File: config.mk
export PLATFORM = sky130hd
export DESIGN_NAME = distance_smoother
export DESIGN_NICKNAME = d
export VERILOG_FILES = /design/src/rtl/distance_smoother.sv
export SDC_FILE = /design/constraint.sdc
export NUM_CORES = 1
export LEC_CHECK = 0
export CAP_MARGIN = 20
export CORE_ASPECT_RATIO = 0.8
export CORE_MARGIN = 2
export CORE_UTILIZATION = 35
export CTS_BUF_LIST = sky130_fd_sc_hd__clkbuf_2 sky130_fd_sc_hd__clkbuf_4 sky130_fd_sc_hd__clkbuf_8
export DETAILED_ROUTE_END_ITERATION = 7
export PLACE_DENSITY = 0.63
export SLEW_MARGIN = 10
export SYNTH_ARGS = -nofsm -noshare
export SYNTH_HDL_FRONTEND = slang
export SYNTH_SLANG_ARGS = --single-unit
File: constraint.sdc
create_clock -name clock -period 2.8 [get_ports clock]
set_input_delay 0.42 -clock clock [delete_from_list [all_inputs] [get_ports clock]]
set_output_delay 0.42 -clock clock [all_outputs]
set_load 0.1 [all_outputs]
File: src/rtl/distance_smoother.sv
// Range-checked moving average of ultrasonic distance samples, with stale flagging after repeated rejects.
// Optional macro DISTANCE_SMOOTHER_SPIKE_REJECT_EN also rejects samples that jump too far from the current average.
module distance_smoother #(
    parameter int DATA_W      = 8,
    parameter int DEPTH_LOG2  = 2,
    parameter int MAX_VALID   = 200,
    parameter int HOLD_MAX    = 15,
    parameter int SPIKE_DELTA = 50
) (
    input  logic                  clock,
    input  logic                  reset,
    input  logic                  in_valid,
    input  logic [DATA_W-1:0]     in_distance,
    output logic                  out_valid,
    output logic [DATA_W-1:0]     out_distance,
    output logic                  out_stale,
    output logic [DEPTH_LOG2:0]   fill_count
);

    localparam int DEPTH = 1 << DEPTH_LOG2;
    localparam int SUM_W = DATA_W + DEPTH_LOG2;
    localparam int REJ_W = $clog2(HOLD_MAX + 1);

    localparam logic [DATA_W-1:0]   MAX_V  = DATA_W'(MAX_VALID);
    localparam logic [DEPTH_LOG2:0] FULL   = (DEPTH_LOG2 + 1)'(DEPTH);
    localparam logic [REJ_W-1:0]    HOLD_V = REJ_W'(HOLD_MAX);

    if (MAX_VALID >= (1 << DATA_W) || HOLD_MAX < 1 || SPIKE_DELTA < 0) begin : g_param_check
        $error("distance_smoother: parameter out of range");
    end

    // S0: capture sample and range decision
    logic              s0_valid;
    logic              s0_in_range;
    logic [DATA_W-1:0] s0_distance;

    always_ff @(posedge clock) begin
        if (reset) begin
            s0_valid    <= 1'b0;
            s0_in_range <= 1'b0;
            s0_distance <= '0;
        end else begin
            s0_valid    <= in_valid;
            s0_in_range <= (in_distance != '0) && (in_distance <= MAX_V);
            s0_distance <= in_distance;
        end
    end

    // S1: window state
    logic [DATA_W-1:0]     buf_mem [DEPTH];
    logic [DEPTH_LOG2-1:0] wr_ptr;
    logic [SUM_W-1:0]      sum;
    logic [DEPTH_LOG2:0]   fill;
    logic [REJ_W-1:0]      rej_cnt;

    logic                  window_full;
    logic                  spike;
    logic                  accept;
    logic                  reject;
    logic                  flush;
    logic [SUM_W-1:0]      sum_next;
    logic [DEPTH_LOG2:0]   fill_next;
    logic [REJ_W-1:0]      rej_cnt_inc;
    logic [DATA_W-1:0]     res_calc;

    assign window_full = (fill == FULL);

`ifdef DISTANCE_SMOOTHER_SPIKE_REJECT_EN
    // Spike check sits in S1 so it always sees the average including the previous sample.
    logic [DATA_W-1:0] avg;
    logic [DATA_W-1:0] spike_diff;

    assign avg        = DATA_W'(sum >> DEPTH_LOG2);
    assign spike_diff = (s0_distance > avg) ? (s0_distance - avg) : (avg - s0_distance);
    assign spike      = window_full && (spike_diff > DATA_W'(SPIKE_DELTA));
`else
    assign spike = 1'b0;
`endif

    assign accept      = s0_valid && s0_in_range && !spike;
    assign reject      = s0_valid && !accept;
    assign rej_cnt_inc = rej_cnt + 1'b1;
    assign flush       = reject && (rej_cnt != HOLD_V) && (rej_cnt_inc == HOLD_V);

    always_comb begin
        sum_next  = sum + SUM_W'(s0_distance);
        fill_next = fill;
        if (window_full) begin
            sum_next = sum_next - SUM_W'(buf_mem[wr_ptr]);
        end else begin
            fill_next = fill + 1'b1;
        end
        res_calc = (fill_next == FULL) ? DATA_W'(sum_next >> DEPTH_LOG2) : s0_distance;
    end

    always_ff @(posedge clock) begin
        if (!reset && accept) begin
            buf_mem[wr_ptr] <= s0_distance;
        end
    end

    always_ff @(posedge clock) begin
        if (reset) begin
            wr_ptr  <= '0;
            sum     <= '0;
            fill    <= '0;
            rej_cnt <= '0;
        end else if (accept) begin
            wr_ptr  <= wr_ptr + 1'b1;
            sum     <= sum_next;
            fill    <= fill_next;
            rej_cnt <= '0;
        end else if (reject) begin
            if (rej_cnt != HOLD_V) begin
                rej_cnt <= rej_cnt_inc;
            end
            if (flush) begin
                wr_ptr <= '0;
                sum    <= '0;
                fill   <= '0;
            end
        end
    end

    logic              res_valid;
    logic [DATA_W-1:0] res_distance;
    logic              res_stale;

    always_ff @(posedge clock) begin
        if (reset) begin
            res_valid    <= 1'b0;
            res_distance <= '0;
            res_stale    <= 1'b0;
        end else begin
            res_valid    <= accept || flush;
            res_distance <= accept ? res_calc : '0;
            res_stale    <= !accept;
        end
    end

    // S2: output registers, held between pulses
    always_ff @(posedge clock) begin
        if (reset) begin
            out_valid    <= 1'b0;
            out_distance <= '0;
            out_stale    <= 1'b0;
        end else begin
            out_valid <= res_valid;
            if (res_valid) begin
                out_distance <= res_distance;
                out_stale    <= res_stale;
            end
        end
    end

    assign fill_count = fill;

endmodule

==> qor.yml, run 1 <==
wl_met1_um: 4022
grt_setup_unrepaired: "yes"
ios: 24
avg_inst_size_synth_um2: 11.12
clock_power_share_pct: 35.2
worstSetupEndpointType: "flip-flop"
reg2reg_slack_ns: -0.21
ant_nets: 0
synth_top_area_share_pct: 26.08
route.met3.wl_um: 283
gpl.final_weighted_congestion: 0.8287
clock_path_buffers: 2
chipHeight_um: 98.60
route.vias.total: 2749
timing_hold_violations_final: 0
skew_ns: 0.008348
cts_buffers: 9
regToRegStartpoint: "sum[0]"
antenna_found_initial: 0
net-switching-power_uw: 568.6
finalSetupViolations: 8
final_non_filler_cell_area_mm2: 0.004802
layout_setup_ws_ns: -0.2138
asyncSetResetFlopFracSynth_pct: 0
drt-wirelength-per-cell_um: 14.40
maximum_clock_rate_ghz: 0.3318
yosys.area.top_type: "sky130_fd_sc_hd__dfxtp_1"
path_class: "flip-flop to flip-flop"
power.ir.vdd_worst_uv: 282.0
dp_hpwl_um: 6096
finalNetCount: 446
setup.worst_path.end: "sum[8]"
cap_violations: 0
synth_enable_flop_cells: 32
fin_crit_sh_pct: 107.6
pwr-share-seq_pct: 53.6
worst-path-max-fanout: 3
total_power_density_per_cell_area_mw_per_mm2: 502.3
detailroute.wirelength.met2_um: 3597
min-delay-path-class: "flip-flop to flip-flop"
yosysUniqueCellTypes: 51
layout.core_utilization_pct: 44.09
comb_power_share_pct: 11.2
clk_latency_ns: 0.35
fillCellCount: 1061
die_w_um: 122.2
synth_top_cells_by_count: "51 x sky130_fd_sc_hd__dfxtp_1, 36 x sky130_fd_sc_hd__nor2_1, 32 x sky130_fd_sc_hd__edfxtp_1"
synth-main-ff-cell: "sky130_fd_sc_hd__dfxtp_1"
timing.max_slew.rel_slack_pct: 63.11
timing.rr.end: "sum[8]"
clkTransAtPathRegs_ns: 0.08
dr.max_layer_used: "met4"
globalRouteTotalUtil_pct: 14.82
pin_count_of_the_biggest_net_entering_global_routing: 30
detail_route.wirelength_um: 8048
htree_num_levels: 3
drt_pass1_iterations: 5
placement_stage_cell_area_mm2: 0.004499
cp.required_ns: 3.05
n_antenna_cell: 0
worst_r2r_path_depth: 13
cts-hold-fix-buffers: 0
flow.area_growth_from_synthesis_pct: 22.66
drt_first_iter_violations: 144
syn_inst: 352
post-route-min-period_ns: 3.014
number_of_port_buffers: 23
internal_dissipation_mw: 1.843
grt_pass1_wl_um: 13800
worst_setup_sp_type: "flip-flop"
numClockSinks: 83
synth-seq-area-share_pct: 50.62
crit_start: "sum[0]"
total_leakage_power_nw: 1.886
initial_utilization_pct: 35.95
yosysMostFrequentCell: "sky130_fd_sc_hd__dfxtp_1"
arrival_ns: 3.26
remaining_drc_errors: 0
timing.final.max_slew_violations: 0
ys.warnings.count: 0
design.core.area_mm2: 0.01089
core.rowCount: 34
cts_root_buffer: "sky130_fd_sc_hd__clkbuf_8"
grt_pass1_vias: 2832
placement.setup.worst_slack_ns: -0.2621
postSynthRegisterBits: 83
tritoncts: "yes"
final_setup_tns_ns: -0.8633
power_switching_share_pct: 23.57
netlist_top_cells_area: "sky130_fd_sc_hd__dfxtp_1 26%, sky130_fd_sc_hd__edfxtp_1 25%, sky130_fd_sc_hd__ha_1 7.4%"
netlist_area_mm2: 0.003915
tightestPinTransition_ns: 0.5527
die_area_mm2: 0.01205
status: "finished with violations"
violations_in_the_final_reports: "setup timing"
final_global_route_overflow_total: 0
post_route_cells_drive_above_1_share_pct: 22.17
synth.net_count: 388
post_drt_via_cell_ratio: 4.918
## metrics by stage
step | std cells | hold slack (ns) | total power [mW]
detailed placement | 540 | 0.4530 | 1.571
global route | 559 | 0.4844 | 2.522
finish | 559 | 0.4602 | 2.412
floorplan | 352 | 0.4291 | 1.475
global placement | 540 | 0.4473 | 1.567
CTS | 558 | 0.4691 | 2.429
## sequential cells by signal (all words and copies together), names as in the netlist, 2 cells and up, named ones only
| signal | flops |
|---|---|
| s0_distance | 8 |
| wr_ptr | 2 |
| res_distance | 8 |
| out_distance | 8 |
| sum | 10 |
| fill_count | 3 |
| buf_mem | 32 |
| rej_cnt | 4 |
## power groups by stage
stage,sequential [mW],clock [mW],combinational [mW]
final,1.29,0.849,0.269
after global routing,1.30,0.926,0.299
after CTS,1.29,0.878,0.258
after detailed placement,1.32,0,0.250
after global placement,1.32,0,0.247
after floorplan,1.32,0,0.151
## routing by layer
metal  vias to the layer above  global-route usage [%]
met3                        12                   3.993
met2                        49                   22.91
li1                       1381                       -
met4                         0                   4.686
met1                      1307                   20.27
met5                         -                       0
## worst min path at each step
stage	from	to	slack, ns	cells after the start
final	sum[6]	sum[6]	0.46	2
after global routing	sum[6]	sum[6]	0.48	2
after floorplan	sum[2]	sum[2]	0.43	2
after CTS	sum[7]	sum[7]	0.47	2
after detailed placement	sum[6]	sum[6]	0.45	2
after global placement	sum[2]	sum[2]	0.45	2
## layout by cell type (no fill, tap or decap), types with 5 or more instances in the layout
| cell | instances |
|---|---|
| sky130_fd_sc_hd__mux2i_1 | 11 |
| sky130_fd_sc_hd__nor2b_1 | 13 |
| sky130_fd_sc_hd__edfxtp_1 | 32 |
| sky130_fd_sc_hd__dfxtp_1 | 47 |
| sky130_fd_sc_hd__clkdlybuf4s50_1 | 10 |
| sky130_fd_sc_hd__buf_4 | 47 |
| sky130_fd_sc_hd__o21ai_1 | 6 |
| sky130_fd_sc_hd__and2_1 | 5 |
| sky130_fd_sc_hd__mux4_1 | 7 |
| sky130_fd_sc_hd__inv_1 | 18 |
| sky130_fd_sc_hd__o21ai_0 | 16 |
| sky130_fd_sc_hd__nor2_1 | 36 |
| sky130_fd_sc_hd__o21a_1 | 5 |
| sky130_fd_sc_hd__a211oi_1 | 9 |
| sky130_fd_sc_hd__xnor2_1 | 6 |
| sky130_fd_sc_hd__nand2_1 | 18 |
| sky130_fd_sc_hd__xor2_1 | 6 |
| sky130_fd_sc_hd__ha_1 | 21 |
| sky130_fd_sc_hd__a21oi_1 | 17 |
| sky130_fd_sc_hd__nand3_1 | 5 |
| sky130_fd_sc_hd__clkbuf_8 | 10 |
## cell type report
class | instances | area, um^2 | share of cell area, %
clock inverter | 6 | 65.06 | 1.355
sequential | 83 | 1987 | 41.38
tap | 144 | 180.2 | 3.752
inverter | 18 | 67.56 | 1.407
multi-input combinational | 239 | 1881 | 39.16
timing repair buffer | 59 | 484.2 | 10.08
clock buffer | 10 | 137.6 | 2.866
## worst max-delay path, cell delays in order (launching register included)
cell and delay [ns]:
sky130_fd_sc_hd__dfxtp_2 0.34, sky130_fd_sc_hd__ha_4 0.16, sky130_fd_sc_hd__fa_2 0.38, sky130_fd_sc_hd__a21o_1 0.18, sky130_fd_sc_hd__a21oi_2 0.15, sky130_fd_sc_hd__xnor2_2 0.13
sky130_fd_sc_hd__ha_1 0.28, sky130_fd_sc_hd__o21a_1 0.11, sky130_fd_sc_hd__o31a_1 0.13, sky130_fd_sc_hd__o21ai_2 0.17, sky130_fd_sc_hd__a22oi_1 0.09, sky130_fd_sc_hd__o21a_1 0.23
sky130_fd_sc_hd__or3_4 0.33, sky130_fd_sc_hd__a32o_1 0.23
## cell families after synthesis
| group | after synthesis | share of synthesized area [%] |
|---|---|---|
| multiplexers | 20 | 8.373 |
| AO/OA/AOI/OAI | 77 | 12.56 |
| flip-flops | 83 | 50.62 |
| XOR/XNOR | 16 | 3.771 |
| AND/OR/NAND/NOR | 100 | 12.37 |
| adder cells (fa/ha/maj) | 26 | 8.661 |
| buffers and inverters | 30 | 3.643 |
## what timing repair did
action	in CTS	in global routing
endpoints found under the setup margin	8	8
resized for setup	9	9
setup buffers	2	1
pin swaps	11	7
Note: power is estimated with default switching activity, not from simulation.
==> run 2: changes to the inputs <==
--- a/config.mk
+++ b/config.mk
@@ -7,7 +7,6 @@
 export LEC_CHECK = 0
 export CAP_MARGIN = 20
 export CORE_ASPECT_RATIO = 0.8
-export CORE_MARGIN = 2
 export CORE_UTILIZATION = 35
 export CTS_BUF_LIST = sky130_fd_sc_hd__clkbuf_2 sky130_fd_sc_hd__clkbuf_4 sky130_fd_sc_hd__clkbuf_8
 export DETAILED_ROUTE_END_ITERATION = 7
==> run 2 against run 1 <==
Effect of this change:
- critical endpoint is now res_distance[7]
- the flow still finishes with violations (setup timing)
- worst setup slack got worse by 0.0056 ns
- design area rose by 1.2%
- sequential share of layout area decreased by 0.45 points
- largest power group unchanged
- register-to-register slack hardly changed
==> qor.yml, run 2 (synthesis results as in run 1) <==
cp_top_family: "adder cells"  # was compound AO/OA/AOI/OAI gates
timing.max_slew.rel_slack_pct: 36.67  # was 63.11%
path_class: "flip-flop to flip-flop"  # unchanged
flow.area_growth_from_synthesis_pct: 24.10  # was 22.66%
status: "finished with violations"  # unchanged
worst-path-max-fanout: 3  # unchanged
placement.setup.worst_slack_ns: -0.3318  # was -0.2621 ns
crit_start: "s0_distance[0]"  # was sum[0]
ios: 24  # unchanged
grt_util_met1_pct: 18.99  # was 20.27%
placed_cells: 536  # was 540
total_leakage_power_nw: 1.900  # was 1.886 nW
fin_hold_ws_ns: 0.4691  # was 0.4602 ns
skew_ns: 0.006806  # was 0.008348 ns
pin_count_of_the_biggest_net_entering_global_routing: 24  # was 30
core.rowCount: 34  # unchanged
clock_path_buffers: 2  # unchanged
timing.critical_path.cells: "ha_4 -> fa_2 -> a21o_1 -> a21oi_2 -> xnor2_2 -> ha_1 -> nor2_1 -> o21ai_1 -> o41ai_2 -> maj3_2 -> o211a_4 -> or3_4 -> o211ai_2"  # was ha_4 -> fa_2 -> a21o_1 -> a21oi_2 -> xnor2_2 -> ha_1 -> o21a_1 -> o31a_1 -> o21ai_2 -> a22oi_1 -> o21a_1 -> or3_4 -> a32o_1
maximum_clock_rate_ghz: 0.3312  # was 0.3318 GHz
post-route-min-period_ns: 3.019  # was 3.014 ns
arrival_ns: 3.32  # was 3.26 ns
grt_pass1_wl_um: 12870  # was 13800 um
cp.required_ns: 3.10  # was 3.05 ns
finalSetupViolations: 7  # was 8
die_area_mm2: 0.01162  # was 0.01205 mm^2
power.ir.vdd_worst_uv: 307.3  # was 282.0 uV
clkTransAtPathRegs_ns: 0.08  # about the same
finalNetCount: 445  # was 446
final_non_filler_cell_area_mm2: 0.004858  # was 0.004802 mm^2
layout.core_utilization_pct: 44.61  # was 44.09%
globalRouteTotalUtil_pct: 14.90  # was 14.82%
cts_root_buffer: "sky130_fd_sc_hd__clkbuf_8"  # unchanged
design.core.area_mm2: 0.01089  # unchanged
gpl.final_weighted_congestion: 0.8102  # was 0.8287
largestRegisters: "buf_mem x32, sum x10"  # unchanged
numClockSinks: 83  # unchanged
ant_nets: 0  # unchanged
number_of_port_buffers: 23  # unchanged
critical-path-slowest-cell: "sky130_fd_sc_hd__fa_2"  # unchanged
clk_latency_ns: 0.37  # was 0.35 ns
max_flop_register: "buf_mem"  # unchanged
post_drt_via_cell_ratio: 4.907  # was 4.918
fin_crit_sh_pct: 107.8  # was 107.6%
worstPathBufferInverterCount: 0  # unchanged
grtUsageMet2_pct: 24.57  # was 22.91%
grt-busiest-layer: "met2"  # unchanged
violations_in_the_final_reports: "setup timing"  # unchanged
layout_setup_ws_ns: -0.2195  # was -0.2138 ns
total_power_density_per_cell_area_mw_per_mm2: 568.4  # was 502.3 mW/mm^2
final_global_route_overflow_total: 0  # unchanged
critPathMaxStageDelay_ns: 0.39  # was 0.38 ns
route.vias.total: 2738  # was 2749
worstHoldStart: "sum[9]"  # was sum[6]
tightestPinTransition_ns: 0.9480  # was 0.5527 ns
initial_utilization_pct: 35.95  # unchanged
grt_pass1_vias: 2608  # was 2832
drt_first_iter_violations: 93  # was 144
post_route_cells_drive_above_1_share_pct: 21.98  # was 22.17%
cts_buffers: 9  # unchanged
drt_pass1_iterations: 4  # was 5
worst_setup_sp_type: "flip-flop"  # unchanged
worstSetupEndpointType: "flip-flop"  # unchanged
remaining_drc_errors: 0  # unchanged
count_of_non_filler_cells_in_the_finished_layout: 558  # was 559
drt-wirelength-per-cell_um: 14.95  # was 14.40 um
tritoncts: "yes"  # unchanged
antenna_found_initial: 0  # unchanged
placement_stage_cell_area_mm2: 0.004457  # was 0.004499 mm^2
timing.final.max_slew_violations: 0  # unchanged
min-delay-path-class: "flip-flop to flip-flop"  # unchanged
largest_register_ffs: 32  # unchanged
die_w_um: 120.2  # was 122.2 um
n_antenna_cell: 0  # unchanged
htree_num_levels: 3  # unchanged
detail_route.wirelength_um: 8340  # was 8048 um
layout.cells.most_common_list: "46 x sky130_fd_sc_hd__dfxtp_1, 46 x sky130_fd_sc_hd__buf_4, 36 x sky130_fd_sc_hd__nor2_1"  # was 47 x sky130_fd_sc_hd__dfxtp_1, 47 x sky130_fd_sc_hd__buf_4, 36 x sky130_fd_sc_hd__nor2_1
dp_hpwl_um: 6140  # was 6096 um
gr-usage-met3_pct: 3.873  # was 3.993%
chipHeight_um: 96.60  # was 98.60 um
grt_setup_unrepaired: "yes"  # unchanged
timing_hold_violations_final: 0  # unchanged
regToRegStartpoint: "s0_distance[0]"  # was sum[0]
cap_violations: 0  # unchanged
## run 2: metal layers
metal | vias to the layer above | routed length, um | share of wire [%]
li1 | 1379 | - | -
met1 | 1313 | 4099 | 49
met2 | 35 | 3838 | 46
met3 | 11 | 259 | 3.1
met4 | 0 | 143 | 1.7
met5 | - | 0 | 0
## run 2: through the flow
step                      setup TNS (ns)  power, mW
final                             -1.011      2.761
after global routing              -2.310      2.845
after CTS                         -1.079      2.771
after detailed placement          -1.389      1.566
after global placement            -1.040      1.559
after floorplan                  -0.1949      1.475
## run 2: tightest hold or removal path, cell delays in order (launching register included)
cell and delay (ns):
sky130_fd_sc_hd__dfxtp_1 0.33, sky130_fd_sc_hd__nand2_1 0.05, sky130_fd_sc_hd__o21ai_1 0.05
## run 2: repair_timing
action                                  4_1_cts  5_1_grt
hold buffers                                  0        0
setup buffers                                 4        3
endpoints found under the setup margin        8        9
resized for setup                            10        9
pin swaps                                    14       17
hold endpoints to repair                      0        0
## run 2: final cells by class
class	count	area (um^2)
inverter	18	67.56
timing repair buffer	58	467.9
multi-input combinational	239	1867
tap	144	180.2
fill	1063	6032
sequential	83	1988
clock inverter	7	163.9
clock buffer	9	123.9
## run 2: worst paths after layout
path	endpoint	slack [ns]	cells after the start
max reg2reg	res_distance[7]	-0.22	13
min reg2reg	sum[9]	0.47	2
min	sum[9]	0.47	2
max	res_distance[7]	-0.22	13
## run 2: power by group
part | switching [mW] | internal [mW]
clock network | 0.428 | 0.772
registers | 0.0220 | 1.27
logic | 0.135 | 0.132
total | 0.585 | 2.18
